File: src/rtl/wos_pkg.sv
// Shared types and helpers for the weighted-order-statistics rank sequencer.
// Latency: none (declarations only).
// Backpressure: not applicable.
package wos_pkg;

  // Controller states: accept a window, rank it sample by sample, pick, present
  typedef enum logic [1:0] {
    ST_IDLE   = 2'd0,
    ST_RANK   = 2'd1,
    ST_SELECT = 2'd2,
    ST_OUT    = 2'd3
  } wos_state_t;

  // Median rank used after reset: (N+1)/2
  function automatic int default_rank(input int n);
    return (n + 1) / 2;
  endfunction

endpackage

File: src/rtl/rank_counter.sv
// Compare-and-count for one sample: rank = 1 + samples ordered before sample k.
// Latency: combinational.
// Backpressure: none; the caller steps k one sample per cycle.
module rank_counter #(
  parameter int N         = 7,
  parameter int DATA_BITS = 8,
  parameter int RANK_BITS = $clog2(N + 1),
  parameter int CNT_BITS  = (N > 1) ? $clog2(N) : 1
) (
  input  logic [DATA_BITS*N-1:0] i_samples,
  input  logic [CNT_BITS-1:0]    i_k,
  output logic [RANK_BITS-1:0]   o_rank
);

  logic [DATA_BITS-1:0] w_s [N];
  logic [DATA_BITS-1:0] w_sk;

  // Unpack the window and pick out the sample currently being ranked
  always_comb begin
    w_sk = '0;
    for (int i = 0; i < N; i++) begin
      w_s[i] = i_samples[DATA_BITS*i +: DATA_BITS];
      if (i_k == CNT_BITS'(i)) begin
        w_sk = w_s[i];
      end
    end
  end

  // Count strictly smaller samples plus equal ones at a lower index, so ties
  // resolve toward the lower index and the ranks form a permutation of 1..N
  always_comb begin
    o_rank = RANK_BITS'(1);
    for (int j = 0; j < N; j++) begin
      if (CNT_BITS'(j) != i_k) begin
        if ((w_s[j] < w_sk) || ((w_s[j] == w_sk) && (CNT_BITS'(j) < i_k))) begin
          o_rank = o_rank + RANK_BITS'(1);
        end
      end
    end
  end

endmodule

File: src/rtl/rank_selector.sv
// Returns the sample whose rank matches the requested rank.
// Latency: combinational.
// Backpressure: none; output is 0 if no rank matches.
module rank_selector #(
  parameter int N         = 7,
  parameter int DATA_BITS = 8,
  parameter int RANK_BITS = $clog2(N + 1)
) (
  input  logic [DATA_BITS*N-1:0] i_samples,
  input  logic [RANK_BITS*N-1:0] i_ranks,
  input  logic [RANK_BITS-1:0]   i_sel_rank,
  output logic [DATA_BITS-1:0]   o_data
);

  // Ranks are unique, so at most one sample matches
  always_comb begin
    o_data = '0;
    for (int i = 0; i < N; i++) begin
      if (i_ranks[RANK_BITS*i +: RANK_BITS] == i_sel_rank) begin
        o_data = i_samples[DATA_BITS*i +: DATA_BITS];
      end
    end
  end

endmodule

File: src/rtl/wos_rank_sequencer.sv
// Sequential WOS controller: ranks an N-sample window one sample per cycle, selects the configured rank.
// Latency: N+1 cycles from input accept to out_valid; N+3 cycles per window with out_ready high.
// Backpressure: in_ready is low from accept until the result handshakes; result is held while out_ready is low.
module wos_rank_sequencer
  import wos_pkg::*;
#(
  parameter int N         = 7,
  parameter int DATA_BITS = 8,
  parameter int RANK_BITS = $clog2(N + 1)
) (
  input  logic                   clk,
  input  logic                   rst_n,
  input  logic                   cfg_we,
  input  logic [RANK_BITS-1:0]   cfg_rank,
  output logic                   cfg_err,
  input  logic                   in_valid,
  output logic                   in_ready,
  input  logic [DATA_BITS*N-1:0] in_data,
  output logic                   out_valid,
  input  logic                   out_ready,
  output logic [DATA_BITS-1:0]   out_data,
  output logic                   busy
);

  localparam int CNT_BITS = (N > 1) ? $clog2(N) : 1;
  localparam logic [RANK_BITS-1:0] DEF_RANK = RANK_BITS'(default_rank(N));
  localparam logic [CNT_BITS-1:0]  LAST_K   = CNT_BITS'(N - 1);

  wos_state_t             r_state;
  logic [DATA_BITS*N-1:0] r_samples;
  logic [RANK_BITS-1:0]   r_ranks [N];
  logic [CNT_BITS-1:0]    r_k;
  logic [RANK_BITS-1:0]   r_active_rank;
  logic [RANK_BITS-1:0]   r_shadow_rank;
  logic                   r_cfg_err;
  logic                   r_out_vld;
  logic [DATA_BITS-1:0]   r_out_dat;

  logic [RANK_BITS-1:0]   w_rank;
  logic [RANK_BITS*N-1:0] w_ranks_flat;
  logic [DATA_BITS-1:0]   w_sel_dat;
  logic                   w_cfg_ok;

  // Flatten the rank registers for the selector
  always_comb begin
    w_ranks_flat = '0;
    for (int i = 0; i < N; i++) begin
      w_ranks_flat[RANK_BITS*i +: RANK_BITS] = r_ranks[i];
    end
  end

  // Legal ranks are 1..N; the extra bit keeps the upper-bound compare meaningful
  always_comb begin
    w_cfg_ok = (cfg_rank != '0) && ({1'b0, cfg_rank} <= (RANK_BITS + 1)'(N));
  end

  rank_counter #(
    .N         (N),
    .DATA_BITS (DATA_BITS),
    .RANK_BITS (RANK_BITS),
    .CNT_BITS  (CNT_BITS)
  ) u_rank_counter (
    .i_samples (r_samples),
    .i_k       (r_k),
    .o_rank    (w_rank)
  );

  rank_selector #(
    .N         (N),
    .DATA_BITS (DATA_BITS),
    .RANK_BITS (RANK_BITS)
  ) u_rank_selector (
    .i_samples  (r_samples),
    .i_ranks    (w_ranks_flat),
    .i_sel_rank (r_active_rank),
    .o_data     (w_sel_dat)
  );

  // Shadow rank register: accepts legal writes in any state, flags illegal ones for one cycle
  always_ff @(posedge clk or negedge rst_n) begin
    if (!rst_n) begin
      r_shadow_rank <= DEF_RANK;
      r_cfg_err     <= 1'b0;
    end else begin
      r_cfg_err <= 1'b0;
      if (cfg_we) begin
        if (w_cfg_ok) begin
          r_shadow_rank <= cfg_rank;
        end else begin
          r_cfg_err <= 1'b1;
        end
      end
    end
  end

  // Window FSM: capture, rank one sample per cycle, select, hold until taken
  always_ff @(posedge clk or negedge rst_n) begin
    if (!rst_n) begin
      r_state       <= ST_IDLE;
      r_samples     <= '0;
      r_k           <= '0;
      r_active_rank <= '0;
      r_out_vld     <= 1'b0;
      r_out_dat     <= '0;
      for (int i = 0; i < N; i++) begin
        r_ranks[i] <= '0;
      end
    end else begin
      case (r_state)
        ST_IDLE: begin
          if (in_valid) begin
            // The shadow is sampled before any same-cycle write lands
            r_samples     <= in_data;
            r_active_rank <= r_shadow_rank;
            r_k           <= '0;
            r_state       <= ST_RANK;
          end
        end
        ST_RANK: begin
          for (int i = 0; i < N; i++) begin
            if (r_k == CNT_BITS'(i)) begin
              r_ranks[i] <= w_rank;
            end
          end
          // The index stops at N-1 rather than wrapping; it is cleared on the next accept
          if (r_k == LAST_K) begin
            r_state <= ST_SELECT;
          end else begin
            r_k <= r_k + CNT_BITS'(1);
          end
        end
        ST_SELECT: begin
          r_out_dat <= w_sel_dat;
          r_out_vld <= 1'b1;
          r_state   <= ST_OUT;
        end
        ST_OUT: begin
          if (out_ready) begin
            r_out_vld <= 1'b0;
            r_state   <= ST_IDLE;
          end
        end
        default: begin
          r_state <= ST_IDLE;
        end
      endcase
    end
  end

  assign in_ready  = (r_state == ST_IDLE);
  assign busy      = (r_state == ST_RANK) || (r_state == ST_SELECT);
  assign out_valid = r_out_vld;
  assign out_data  = r_out_dat;
  assign cfg_err   = r_cfg_err;

endmodule
File: config.mk
export PLATFORM = sky130hd
export DESIGN_NAME = wos_rank_sequencer
export DESIGN_NICKNAME = d
export VERILOG_FILES = /design/src/rtl/wos_pkg.sv /design/src/rtl/rank_counter.sv /design/src/rtl/rank_selector.sv /design/src/rtl/wos_rank_sequencer.sv
export SDC_FILE = /design/constraint.sdc
export NUM_CORES = 1
export LEC_CHECK = 0
export BUFFER_PORTS_ARGS = -buffer_cell sky130_fd_sc_hd__buf_4
export CORE_ASPECT_RATIO = 1.5
export CORE_MARGIN = 3
export CORE_UTILIZATION = 50
export DETAILED_ROUTE_END_ITERATION = 10
export PLACE_DENSITY = 0.69
export SLEW_MARGIN = 10
export SYNTH_ARGS = -nofsm -noshare
export SYNTH_HDL_FRONTEND = slang
export SYNTH_SLANG_ARGS = --single-unit
File: constraint.sdc
create_clock -name clk -period 8.1 [get_ports clk]
set_clock_uncertainty 0.05 [all_clocks]
set_input_delay 1.215 -clock clk [delete_from_list [all_inputs] [get_ports clk]]
set_output_delay 1.215 -clock clk [all_outputs]
set_load 0.01 [all_outputs]
==> results of run 1 <==
-- synth_stat cells, drive strengths merged (2+ instances only) --
library cell,count
o221a,4
nand4,11
nor4,2
dfrtp,97
o21ai,71
a22oi,8
xor2,11
a221oi,9
o211ai,11
xnor3,2
clkbuf,16
a21o,2
nand2,67
o21bai,2
nand3,21
nor2b,10
mux2,62
nor2,45
a21oi,39
o41ai,3
o22ai,11
xnor2,18
mux2i,2
o21a,4
nor3,5
ha,69
a31oi,4
a211oi,5
inv,28
o311ai,7
nand2b,5
a22o,5
buf,15
and3,3
-- routing by layer --
| metal | wire length, um | GRT usage [%] |
|---|---|---|
| met4 | 959 | 12.3 |
| met5 | 0 | 0 |
| met2 | 9820 | 45.9 |
| met1 | 7020 | 30.1 |
| met3 | 955 | 3.87 |
-- logic make-up (layout without fill, tap and decap cells) --
kind of cell	count (synthesis)	after routing	synth area share, %
muxes	64	64	10.7
and+or+nand+nor	175	175	12.0
DFF	98	98	36.7
adders and majority gates	69	69	12.9
xor gates and xnor gates	32	32	4.87
buffers and inverters	59	134	3.61
AOI/OAI and AO/OA	196	196	19.2
-- worst paths after layout --
| check | startpoint | cells past startpoint | endpoint | slack [ps] |
|---|---|---|---|---|
| min | r_ranks[7] | 2 | r_ranks[7] | 450 |
| min reg2reg | r_ranks[7] | 2 | r_ranks[7] | 450 |
| max reg2reg | r_k[1] | 34 | r_ranks[19] | 690 |
| max | r_k[1] | 34 | r_ranks[19] | 690 |
| max in group asynchronous | rst_n | 2 | r_k[2] | 6120 |
| min in group asynchronous | rst_n | 1 | r_samples[26] | 790 |
-- flip-flops by register name (all words and copies together) (netlist names) --
register       flops
cfg_err            1
out_data           8
out_valid          1
r_active_rank      3
r_k                3
r_ranks           21
r_samples         56
r_shadow_rank      3
r_state            2
-- stage by stage --
step	setup WS, ps	cell area (um2)
finish	686	7760
global route	-6.49	7760
CTS	356	7730
detailed placement	404	7430
global placement	656	7430
floorplan	1270	6690
-- worst max-delay path: cells and delay by family (launching register included) --
| kind | cells | cell delay, ps |
|---|---|---|
| AO/OA/AOI/OAI | 12 | 2400 |
| adder cells (fa/ha/maj) | 8 | 2290 |
| buffers and inverters | 4 | 560 |
| flip-flops | 1 | 510 |
| multiplexers | 2 | 570 |
| AND/OR/NAND/NOR | 8 | 870 |
-- layout make-up --
cell class                 count  share of cell area, %
multi-input combinational    536                   51.9
timing repair buffer          90                   8.71
clock inverter                 4                  0.661
sequential                    98                   31.6
clock buffer                  12                   3.18
inverter                      28                   1.36
tap                          159                   2.56
-- timing repair --
item                       in CTS  in global routing
setup endpoints to repair       0                 12
hold buffers                    0                  0
gates resized for setup         0                  4
==> impl_metrics.tcl, run 1 <==
set metrics [dict create \
    die_y_um 148 \
    antenna_found_initial 0 \
    cts_made_buffers 9 \
    min_path_type "reg -> reg" \
    worst-setup-path-type "reg -> reg" \
    synthToLayoutAreaGrowth_pct 16.0 \
    initial_utilization_pct 51.4 \
    core_mm2 0.0130 \
    drcViolationCount 0 \
    place_inst 911 \
    postCtsSetupRepairBufs 0 \
    yosysTopAreaCell "dfrtp_1" \
    cts_tree "done" \
    fin_crit_sh_pct 91.5 \
    maxSlewHeadroom_pct 21.4 \
    vias_per_cell 6.24 \
    synth_fp_nets 826 \
    tightestPinTransition_ps 1170 \
    nets 896 \
    gp_routability_congestion 1.08 \
    max_freq_ghz 0.135 \
    portBuffers 75 \
    synthCells 693 \
    ys_ff_latch 98 \
    critPathMaxFanout 10 \
    cap_violations 0 \
    fin_cells 927 \
    synthFlopType "dfrtp_1" \
    outcome "completed" \
    synthArstFlopShare_pct 100 \
    syn_area_mm2 0.00669 \
    avgSynthCellArea_um2 9.65 \
    cts_buffer_depth 2 \
    drive_above_1_share_pct 23.7 \
    grt_pass1_vias 5830 \
    whs_ps 453 \
    grt_max_degree 60 \
    dieArea_mm2 0.0148 \
    mostFrequentLayoutCells "97 x dfrtp_1, 90 x buf_4, 71 x o21ai_0" \
    grt_pass1_wl_mm 29.8 \
    clk_pin_slew_ps 60 \
    crit_arrival_ps 7580 \
    synth_area_leaders "dfrtp_1 36%, ha_1 13%, mux2_2 10%, o21ai_0 5.3%, nand2_1 3.8%" \
    pin_count 76 \
    final.setup.tns_ps 0 \
    ant_nets 0 \
    drtPass1Iterations 7 \
    multiInputGateArea_mm2 0.00403 \
    finalCriticalPeriod_ps 7410 \
    seq_area_mm2 0.00245 \
    std_cell_rows 51 \
    fin_util_pct 59.6 \
    final_common_cell "dfrtp_1" \
    yosysSeqAreaShare_pct 36.7 \
    hold_violations 0 \
    h-tree-depth 3 \
    critPathLaunchType "flip-flop" \
    synth_edf_count 0 \
    wl_mm 18.8 \
    synth_top_area_share_pct 36.3 \
    slowest_stage "dfrtp_1" \
    grt_usage_pct 25.9 \
    synth.distinct_cells 62 \
    cts_sinks 98 \
    critPathCaptureType "flip-flop" \
    hpwl_mm 14.8 \
    path_common_cell "ha_1" \
    yosysWarningCount 0 \
    fillers 1178 \
    slew_viol_final 0 \
    worstPathRequired_ps 8270 \
    drt-wirelength-per-cell_um 20.2 \
    diodes 0 \
    die_x_um 100 \
    setup_viol 0 \
    drt_iter0_drc 532 \
    slowest_delay_ps 510 \
    cts_root_buf "clkbuf_16" \
    via_count 5784 \
    grt_overflow 0 \
    clk-insertion-delay-late_ps 350 \
]
Power of run 1 is not shown: default switching activity piles up to over one toggle a cycle in this logic, so the estimate is an artifact.
==> run 2, diff against run 1 <==
--- a/config.mk
+++ b/config.mk
@@ -8,5 +8,5 @@
 export BUFFER_PORTS_ARGS = -buffer_cell sky130_fd_sc_hd__buf_4
 export CORE_ASPECT_RATIO = 1.5
-export CORE_MARGIN = 3
+export CORE_MARGIN = 10
 export CORE_UTILIZATION = 50
 export DETAILED_ROUTE_END_ITERATION = 10
==> constraint.sdc (replaced) <==
create_clock -name clk -period 8.1 [get_ports clk]
set_clock_uncertainty 0.05 [all_clocks]
set_input_delay 0 -clock clk [delete_from_list [all_inputs] [get_ports clk]]
set_output_delay 0 -clock clk [all_outputs]
set_load 0.01 [all_outputs]
==> impl_metrics.tcl, run 2 (synthesis gave the netlist of run 1 again) <==
set metrics [dict create \
    largest_reg_flops 56 \
    slowest_delay_ps 560 \
    tightestPinTransition_ps 1230 \
    antenna_found_initial 1 \
    hold_violations 0 \
    cts_tree "done" \
    final.setup.tns_ps 0 \
    clk-insertion-delay-late_ps 350 \
    max_freq_ghz 0.133 \
    via_count 6026 \
    pin_count 76 \
    clk_pin_slew_ps 70 \
    final_common_cell "dfrtp_1" \
    cts_buffer_depth 2 \
    cap_violations 0 \
    hpwl_mm 15.5 \
    drive_above_1_share_pct 21.8 \
    finalCriticalPeriod_ps 7540 \
    crit_arrival_ps 7700 \
    critPathCaptureType "flip-flop" \
    path_common_cell "ha_1" \
    critPathLaunchType "flip-flop" \
    ant_nets 0 \
    nets 960 \
    grt_overflow 0 \
    drtPass1Iterations 5 \
    worstPathRequired_ps 8260 \
    vias_per_cell 6.07 \
    wl_mm 20.8 \
    cts_made_buffers 9 \
    grt_max_degree 60 \
    setup_viol 0 \
    rsz0062_at_grt "false" \
    initial_utilization_pct 51.1 \
    drt_iter0_drc 383 \
    rr_startpoint "r_k[2]" \
    drcViolationCount 0 \
    min_path_type "in -> async" \
    outcome "completed" \
    core_mm2 0.0131 \
    std_cell_rows 51 \
    portBuffers 75 \
    gp_routability_congestion 0.983 \
    dieArea_mm2 0.0185 \
    die_y_um 162 \
    slew_viol_final 0 \
    postCtsSetupRepairBufs 0 \
    grt_pass1_vias 6271 \
    critPathMaxFanout 13 \
    drt-wirelength-per-cell_um 20.9 \
    mostFrequentLayoutCells "97 x dfrtp_1, 89 x buf_4, 71 x o21ai_0" \
    synthToLayoutAreaGrowth_pct 26.0 \
    fin_crit_sh_pct 93.1 \
    maxSlewHeadroom_pct 17.1 \
    cts_root_buf "clkbuf_16" \
    die_x_um 114 \
    cts_sinks 98 \
    slowest_stage "dfrtp_1" \
    regMostFlops "r_samples" \
    grt_usage_pct 22.5 \
    grt_pass1_wl_mm 33.3 \
    h-tree-depth 3 \
    worst-setup-path-type "reg -> reg" \
    startpoint "r_k[2]" \
]
-- run 2: cell types whose count changed in the layout (fill, tap and decap cells not counted), moves of 2 or more --
cell / before / now
clkinv_4: 0 / 2
clkbuf_1: 2 / 0
bufinv_16: 1 / 3
dlygate4sd3_1: 0 / 65
-- run 2: stage by stage --
step                cell area, um2  cells  utilization [%]  hold slack (ps)  worst slack [ps]
global route                  8420    992             64.4              212              84.9
global placement              7420    910             56.7            -28.9               612
floorplan                     6690    693                -             -346              1270
detailed placement            7420    910             56.7            -13.2               300
CTS                           8410    991             64.3              152               282
finish                        8420    992             64.4              132               561
-- run 2: path summary, 6_finish.rpt --
| path | end | cells past startpoint | slack, ps |
|---|---|---|---|
| worst max-delay path | r_ranks[13] | 33 | 560 |
| worst min-delay path | r_samples[25] | 2 | 130 |
| worst max register to register | r_ranks[13] | 33 | 560 |
| worst min register to register | r_ranks[16] | 2 | 450 |
| max in group asynchronous | r_k[2] | 3 | 6780 |
| min in group clk | r_k[2] | 4 | 180 |
-- run 2: area by class of cell --
type | count | area, um2
fillers | 1078 | 4660
multi-input cells | 536 | 4000
flip-flops and latches | 98 | 2450
repair buffers | 154 | 1320
clock buffers | 9 | 225
well taps | 159 | 199
clock inverters | 7 | 118
inverters | 28 | 105
diodes | 1 | 2.50
-- run 2: critical path, delay by kind of cell, from the launching register on --
family | cells | cell delay [ps]
adder cells (fa/ha/maj) | 7 | 2160
AO/OA/AOI/OAI | 13 | 2400
multiplexers | 2 | 550
AND/OR/NAND/NOR | 8 | 1200
flip-flops | 1 | 560
buffers and inverters | 3 | 450
-- run 2: metal layers --
metal	vias to the layer above	GRT usage, %	share of wire [%]	routed length (um)
met4	0	10.4	4.9	1010
met5	-	0	0	0
met3	65	4.15	5.2	1080
met2	210	40.4	53	11000
li1	2819	-	-	-
met1	2932	24.5	37	7650
-- run 2: what timing repair did --
item,in CTS,in global routing
hold endpoints to repair,107,0
endpoints found under the setup margin,0,12
gates resized for setup,0,2
hold buffers,65,0
Power of run 2 is left out for the same reason.
